$ cat src/rtl/gcd_dispatch.sv
// gcd_dispatch: operand FIFO and issue front-end for the gcd2 core.
// Queues operand pairs, issues them one at a time with a one-cycle start pulse,
// captures each core result into a ready/valid slot with a sequence tag, and
// aborts the core through a watchdog if a run takes too long.
// Ports:
//   clk, rst                  clock, synchronous active-high reset
//   in_valid/in_ready         operand push handshake, in_a/in_b operands
//   gcd_rst/gcd_start         core reset (rst or abort pulse), one-cycle start
//   gcd_a/gcd_b               registered operands to the core
//   gcd_valid/gcd_out         one-cycle core result strobe and value
//   res_valid/res_ready       result slot handshake
//   res_gcd/res_tag/res_err   result value, sequence tag, watchdog-abort flag
`timescale 1ns/1ps
module gcd_dispatch #(
   parameter int DEPTH   = 4,
   parameter int TAG_W   = 8,
   parameter int TIMEOUT = 200000,
   parameter int TO_W    = 18
) (
   input  logic             clk,
   input  logic             rst,
   input  logic             in_valid,
   output logic             in_ready,
   input  logic [15:0]      in_a,
   input  logic [15:0]      in_b,
   output logic             gcd_rst,
   output logic             gcd_start,
   output logic [15:0]      gcd_a,
   output logic [15:0]      gcd_b,
   input  logic             gcd_valid,
   input  logic [15:0]      gcd_out,
   output logic             res_valid,
   input  logic             res_ready,
   output logic [15:0]      res_gcd,
   output logic [TAG_W-1:0] res_tag,
   output logic             res_err
);

   localparam int AW = $clog2(DEPTH);
   localparam int EW = TAG_W + 32;

   typedef enum logic [1:0] {
      IDLE  = 2'd0,
      ISSUE = 2'd1,
      WAIT  = 2'd2
   } state_t;

   state_t state_q, state_d;

   logic [EW-1:0]    mem_q [DEPTH];
   logic [AW:0]      wr_ptr_q, rd_ptr_q;
   logic [TAG_W-1:0] tag_q;
   logic [TAG_W-1:0] cur_tag_q, cur_tag_d;
   logic [TO_W-1:0]  wd_q, wd_d;
   logic             abort_q, abort_d;
   logic             start_q, start_d;
   logic [15:0]      a_q, a_d, b_q, b_d;
   logic             rv_q, rv_d;
   logic [15:0]      rg_q, rg_d;
   logic [TAG_W-1:0] rt_q, rt_d;
   logic             re_q, re_d;

   logic          empty, full, push, pop, wd_hit;
   logic [EW-1:0] head;

   // Extra pointer bit distinguishes full from empty when the indices match.
   assign empty = (wr_ptr_q == rd_ptr_q);
   assign full  = (wr_ptr_q[AW] != rd_ptr_q[AW]) &&
                  (wr_ptr_q[AW-1:0] == rd_ptr_q[AW-1:0]);
   assign push  = in_valid && !full;
   // Issue only into an empty result slot: the core strobe cannot be stalled.
   assign pop   = (state_q == IDLE) && !empty && !rv_q;
   assign head  = mem_q[rd_ptr_q[AW-1:0]];
   assign wd_hit = (wd_q == TO_W'(TIMEOUT - 1));

   assign in_ready  = !full;
   assign gcd_rst   = rst | abort_q;
   assign gcd_start = start_q;
   assign gcd_a     = a_q;
   assign gcd_b     = b_q;
   assign res_valid = rv_q;
   assign res_gcd   = rg_q;
   assign res_tag   = rt_q;
   assign res_err   = re_q;

   always_ff @(posedge clk) begin
      if (push) begin
         mem_q[wr_ptr_q[AW-1:0]] <= {tag_q, in_a, in_b};
      end
   end

   always_ff @(posedge clk) begin
      if (rst) begin
         state_q   <= IDLE;
         wr_ptr_q  <= '0;
         rd_ptr_q  <= '0;
         tag_q     <= '0;
         cur_tag_q <= '0;
         wd_q      <= '0;
         abort_q   <= 1'b0;
         start_q   <= 1'b0;
         a_q       <= '0;
         b_q       <= '0;
         rv_q      <= 1'b0;
         rg_q      <= '0;
         rt_q      <= '0;
         re_q      <= 1'b0;
      end else begin
         state_q   <= state_d;
         if (push) begin
            wr_ptr_q <= wr_ptr_q + (AW+1)'(1);
            tag_q    <= tag_q + TAG_W'(1);
         end
         if (pop) begin
            rd_ptr_q <= rd_ptr_q + (AW+1)'(1);
         end
         cur_tag_q <= cur_tag_d;
         wd_q      <= wd_d;
         abort_q   <= abort_d;
         start_q   <= start_d;
         a_q       <= a_d;
         b_q       <= b_d;
         rv_q      <= rv_d;
         rg_q      <= rg_d;
         rt_q      <= rt_d;
         re_q      <= re_d;
      end
   end

   always_comb begin
      state_d = state_q;
      unique case (state_q)
         IDLE:  if (pop) state_d = ISSUE;
         ISSUE: state_d = WAIT;
         WAIT:  if (gcd_valid || wd_hit) state_d = IDLE;
         default: state_d = IDLE;
      endcase
   end

   always_comb begin
      cur_tag_d = cur_tag_q;
      wd_d      = wd_q;
      abort_d   = 1'b0;
      start_d   = 1'b0;
      a_d       = a_q;
      b_d       = b_q;
      rv_d      = rv_q;
      rg_d      = rg_q;
      rt_d      = rt_q;
      re_d      = re_q;
      if (rv_q && res_ready) begin
         rv_d = 1'b0;
      end
      unique case (state_q)
         IDLE: begin
            if (pop) begin
               cur_tag_d = head[EW-1:32];
               a_d       = head[31:16];
               b_d       = head[15:0];
               start_d   = 1'b1;
            end
         end
         ISSUE: begin
            wd_d = '0;
         end
         WAIT: begin
            if (gcd_valid) begin
               rg_d = gcd_out;
               rt_d = cur_tag_q;
               re_d = 1'b0;
               rv_d = 1'b1;
            end else if (wd_hit) begin
               rg_d    = '0;
               rt_d    = cur_tag_q;
               re_d    = 1'b1;
               rv_d    = 1'b1;
               abort_d = 1'b1;
            end else begin
               wd_d = wd_q + TO_W'(1);
            end
         end
         default: ;
      endcase
   end

endmodule

$ cat config.mk
export PLATFORM = sky130hd
export DESIGN_NAME = gcd_dispatch
export DESIGN_NICKNAME = d
export VERILOG_FILES = /design/src/rtl/gcd_dispatch.sv
export SDC_FILE = /design/constraint.sdc
export NUM_CORES = 1
export LEC_CHECK = 0
export ABC_AREA = 0
export BUFFER_PORTS_ARGS = -buffer_cell sky130_fd_sc_hd__buf_2
export CAP_MARGIN = 20
export CELL_PAD_IN_SITES_DETAIL_PLACEMENT = 0
export CELL_PAD_IN_SITES_GLOBAL_PLACEMENT = 1
export CORE_MARGIN = 5
export CORE_UTILIZATION = 50
export CTS_BUF_LIST = sky130_fd_sc_hd__clkbuf_4 sky130_fd_sc_hd__clkbuf_8
export DETAILED_ROUTE_END_ITERATION = 7
export PLACE_DENSITY_LB_ADDON = 0.1
export REMOVE_ABC_BUFFERS = 1
export SYNTH_ARGS = -nofsm -noshare
export SYNTH_HDL_FRONTEND = slang
export SYNTH_SLANG_ARGS = --single-unit
$ cat constraint.sdc
create_clock -name clk -period 3.2 [get_ports clk]
set_input_delay 0.64 -clock clk [delete_from_list [all_inputs] [get_ports clk]]
set_output_delay 0.64 -clock clk [all_outputs]
set_load 0.005 [all_outputs]
==> reports/metrics.cfg <==
[route]
wl_per_cell_um=17.8
finalWirelength_um=19700
vias=5905
dr.pass1.iters=4
ant_nets=0
vias_per_cell=5.32
drc=0
drt_iter0_drc=242

[die]
io_pins=114
rows=51
core_area_um2=19500
start_util_pct=50.8
dieArea_um2=22700
dieHeight_um=151
die_x_um=151

[synthesis]
synth_top_family_by_area=simple AND/OR/NAND/NOR gates
yosysTopAreaCell=edfxtp_1
ys_seq_elements=262
synth-adder-area-share_pct=0.886
yosys_warnings=0
synthesis.area_um2=9890
yosys.area_share.simple_pct=9.57
synth_mux_area_share_pct=9.33
synth_top_area_share_pct=48.6
ys_types=55
syn_area_per_cell_um2=14.6
synthXorXnorAreaFrac_pct=1.51
synth.area.top_cells=edfxtp_1 49%, dfxtp_1 21%, mux4_2 9.1%
ys_seq_area_share_pct=69.3
synth-compound-area-share_pct=7.39
synthCells=676

[timing]
rsz0062_at_grt=no
finalCriticalPeriod_ps=2240
fmax_mhz=447
finalSetupViolCount=0
layout_setup_ws_ps=964
finalMaxSlewViolations=0
fin_skew_ps=11.0
worst_slew_pin_slew_ps=991
hold_viol=0
finalCritPeriodShare_pct=69.9
max_slew_margin_pct=33.7

[clocking]
cts_hold_buf=0
cts_buffer_depth=3
clk_latency_ps=530
cts_tree=done
clk_pin_slew_ps=60
post_cts_resized=0
root_buffer=clkbuf_8
post-cts-setup-buffers=0
htreeDepth=2
numCtsBuffers=44
cts.sinks=262

[worst_setup_path]
worstSetupPathType=flip-flop to output port
cp-end-kind=output port
cp_slowest_cell=xnor2_1
reg2reg_slack_ps=1060
startpoint=wr_ptr_q[0]
slowest_delay_ps=410
reg2reg_from=wr_ptr_q[0]
cp.arrival_ps=1600
r2r-end=mem_q[3][10]
worstPathMaxFanout=5
critPathLaunchType=flip-flop
rr_worst_depth=5
required_ps=2560
path_cells=xnor2_1 -> nand3_1 -> buf_2

[global_routing]
grt_start_max_net_pins=57
antenna_found_initial=2
grt_usage_pct=17.9
grt_pass1_wl_um=32100
grt_pass1_vias=6165
overflow=0

[pwr]
fin_total_pwr_mw=8.93
switching_share_pct=28.2
p_seq_share_pct=46.4
powerDensity_nw_per_um2=766
internal-power_mw=6.42
p_leak_nw=4.29
clkPwrFrac_pct=32.8
combPwrFrac_pct=20.8
peakVddDrop_uv=393
p_sw_mw=2.52

[layout]
fillerInstances=1531
final_nets=869
layout.area.seq_um2=6850
multiInputGateArea_um2=2850
drive_gt1_share_pct=30.9
fin_util_pct=59.9
stdcell_count=1109
area_growth_pct=18.0
diodes=0

[place]
portBuffers=113
post-place-ws_ps=899
gp_congestion=0.783
dp_hpwl_um=12100
post-place-cells=1028

[worst_hold_path]
min_path_cells=1
hold_path_end=mem_q[2][16]
hp-class=input pin to flip-flop
hold_start=in_a[0]

[job]
max_cap_violations=0

[run_status]
run_status=complete, no violations

[layer usage]
layer / up-vias / part of all wire, % / wire (um) / track usage (%)
met5: - / 0.14 / 27 / 0
met2: 154 / 50 / 9790 / 30.3
met3: 34 / 6.1 / 1210 / 4.30
met4: 4 / 1.6 / 316 / 5.21
met1: 2894 / 42 / 8340 / 23.3
li1: 2819 / - / - / -
[synth_stat cells (all sizes together)]
cell type,n
a21o,1
a21oi,58
a22o,16
a22oi,5
a31o,9
a31oi,2
and2,7
and3,4
and4,4
and4bb,1
buf,18
clkbuf,20
dfxtp,102
edfxtp,160
ha,7
inv,6
mux2,1
mux2i,1
mux4,40
nand2,108
nand2b,2
nand3,13
nand3b,1
nand4,10
nand4b,1
nor2,25
nor2b,2
nor3,2
nor3b,1
nor4,1
nor4b,2
o2111ai,1
o211ai,4
o21a,2
o21ai,6
o21bai,1
o31ai,3
o41ai,2
or2,3
or3,2
or4,5
xnor2,7
xor2,10
[worst max-delay path by stage]
stage | cells after the start | end | slack [ps]
after global placement | 5 | wd_q[15] | 940
final | 3 | in_ready | 960
after floorplan | 3 | mem_q[3][0] | -1350
after CTS | 3 | in_ready | 920
after global routing | 3 | in_ready | 840
after detailed placement | 5 | wd_q[15] | 900
[area by class of cell]
| cell class | instances | area share (%) |
|---|---|---|
| Clock buffer | 66 | 7.09 |
| Clock inverter | 15 | 0.654 |
| Inverter | 6 | 0.193 |
| Multi-Input combinational cell | 370 | 24.4 |
| Sequential cell | 262 | 58.7 |
| Tap cell | 265 | 2.84 |
| Timing Repair Buffer | 125 | 6.05 |
[cell usage in the layout (no fill, tap or decap), drive strengths merged, types with 2 or more instances in the layout]
cell    count
nand3      13
or3         2
nand4      10
a22o       16
nor2       25
a31o        9
edfxtp    160
dfxtp     102
nand2     108
xor2       10
or2         3
or4         5
buf       125
and2        7
a21oi      58
o21a        2
o41ai       2
a31oi       2
clkinv     13
o211ai      4
o21ai       6
ha          7
a22oi       5
nor4b       2
and4        4
xnor2       7
inv         7
nor2b       2
o31ai       3
nor3        2
mux4       40
clkbuf     66
and3        4
nand2b      2
[registers in the layout (all words and copies together) (netlist names), 8 cells and up]
| signal | flops |
|---|---|
| res_gcd | 16 |
| tag_q | 8 |
| res_tag | 8 |
| mem_q | 160 |
| wd_q | 18 |
| cur_tag_q | 8 |
| gcd_b | 16 |
| gcd_a | 16 |
[per-stage QoR]
| step | hold WS [ps] | instance area (um^2) | setup TNS, ps |
|---|---|---|---|
| final | 316 | 11700 | 0 |
| after floorplan | 431 | 9700 | -236840 |
| after global routing | 282 | 11700 | 0 |
| after global placement | 441 | 10800 | 0 |
| after detailed placement | 444 | 10800 | 0 |
| after CTS | 270 | 11700 | 0 |
[critical path, delay by kind of cell, from the launching register on]
kind                      cells  cell delay (ps)
buffers and inverters         1              150
DFF                           1              370
and+or+nand+nor               1              120
xor gates and xnor gates      1              410
[kinds of logic after synthesis]
kind of cell / count (synthesis)
mux: 42
flops: 262
xor+xnor: 17
buf+inv: 44
compound gates: 110
simple gates: 194
fa+ha+maj: 7
[power groups by stage]
stage / clock network [mW] / registers (mW) / logic (mW)
2_1_floorplan: 0 / 4.31 / 1.04
3_3_place_gp: 0 / 4.20 / 1.89
3_5_place_dp: 0 / 4.22 / 1.92
4_1_cts: 3.03 / 4.15 / 1.92
5_1_grt: 3.21 / 4.19 / 2.08
6_report: 2.93 / 4.15 / 1.86
Note: power is estimated with default switching activity, not from simulation.
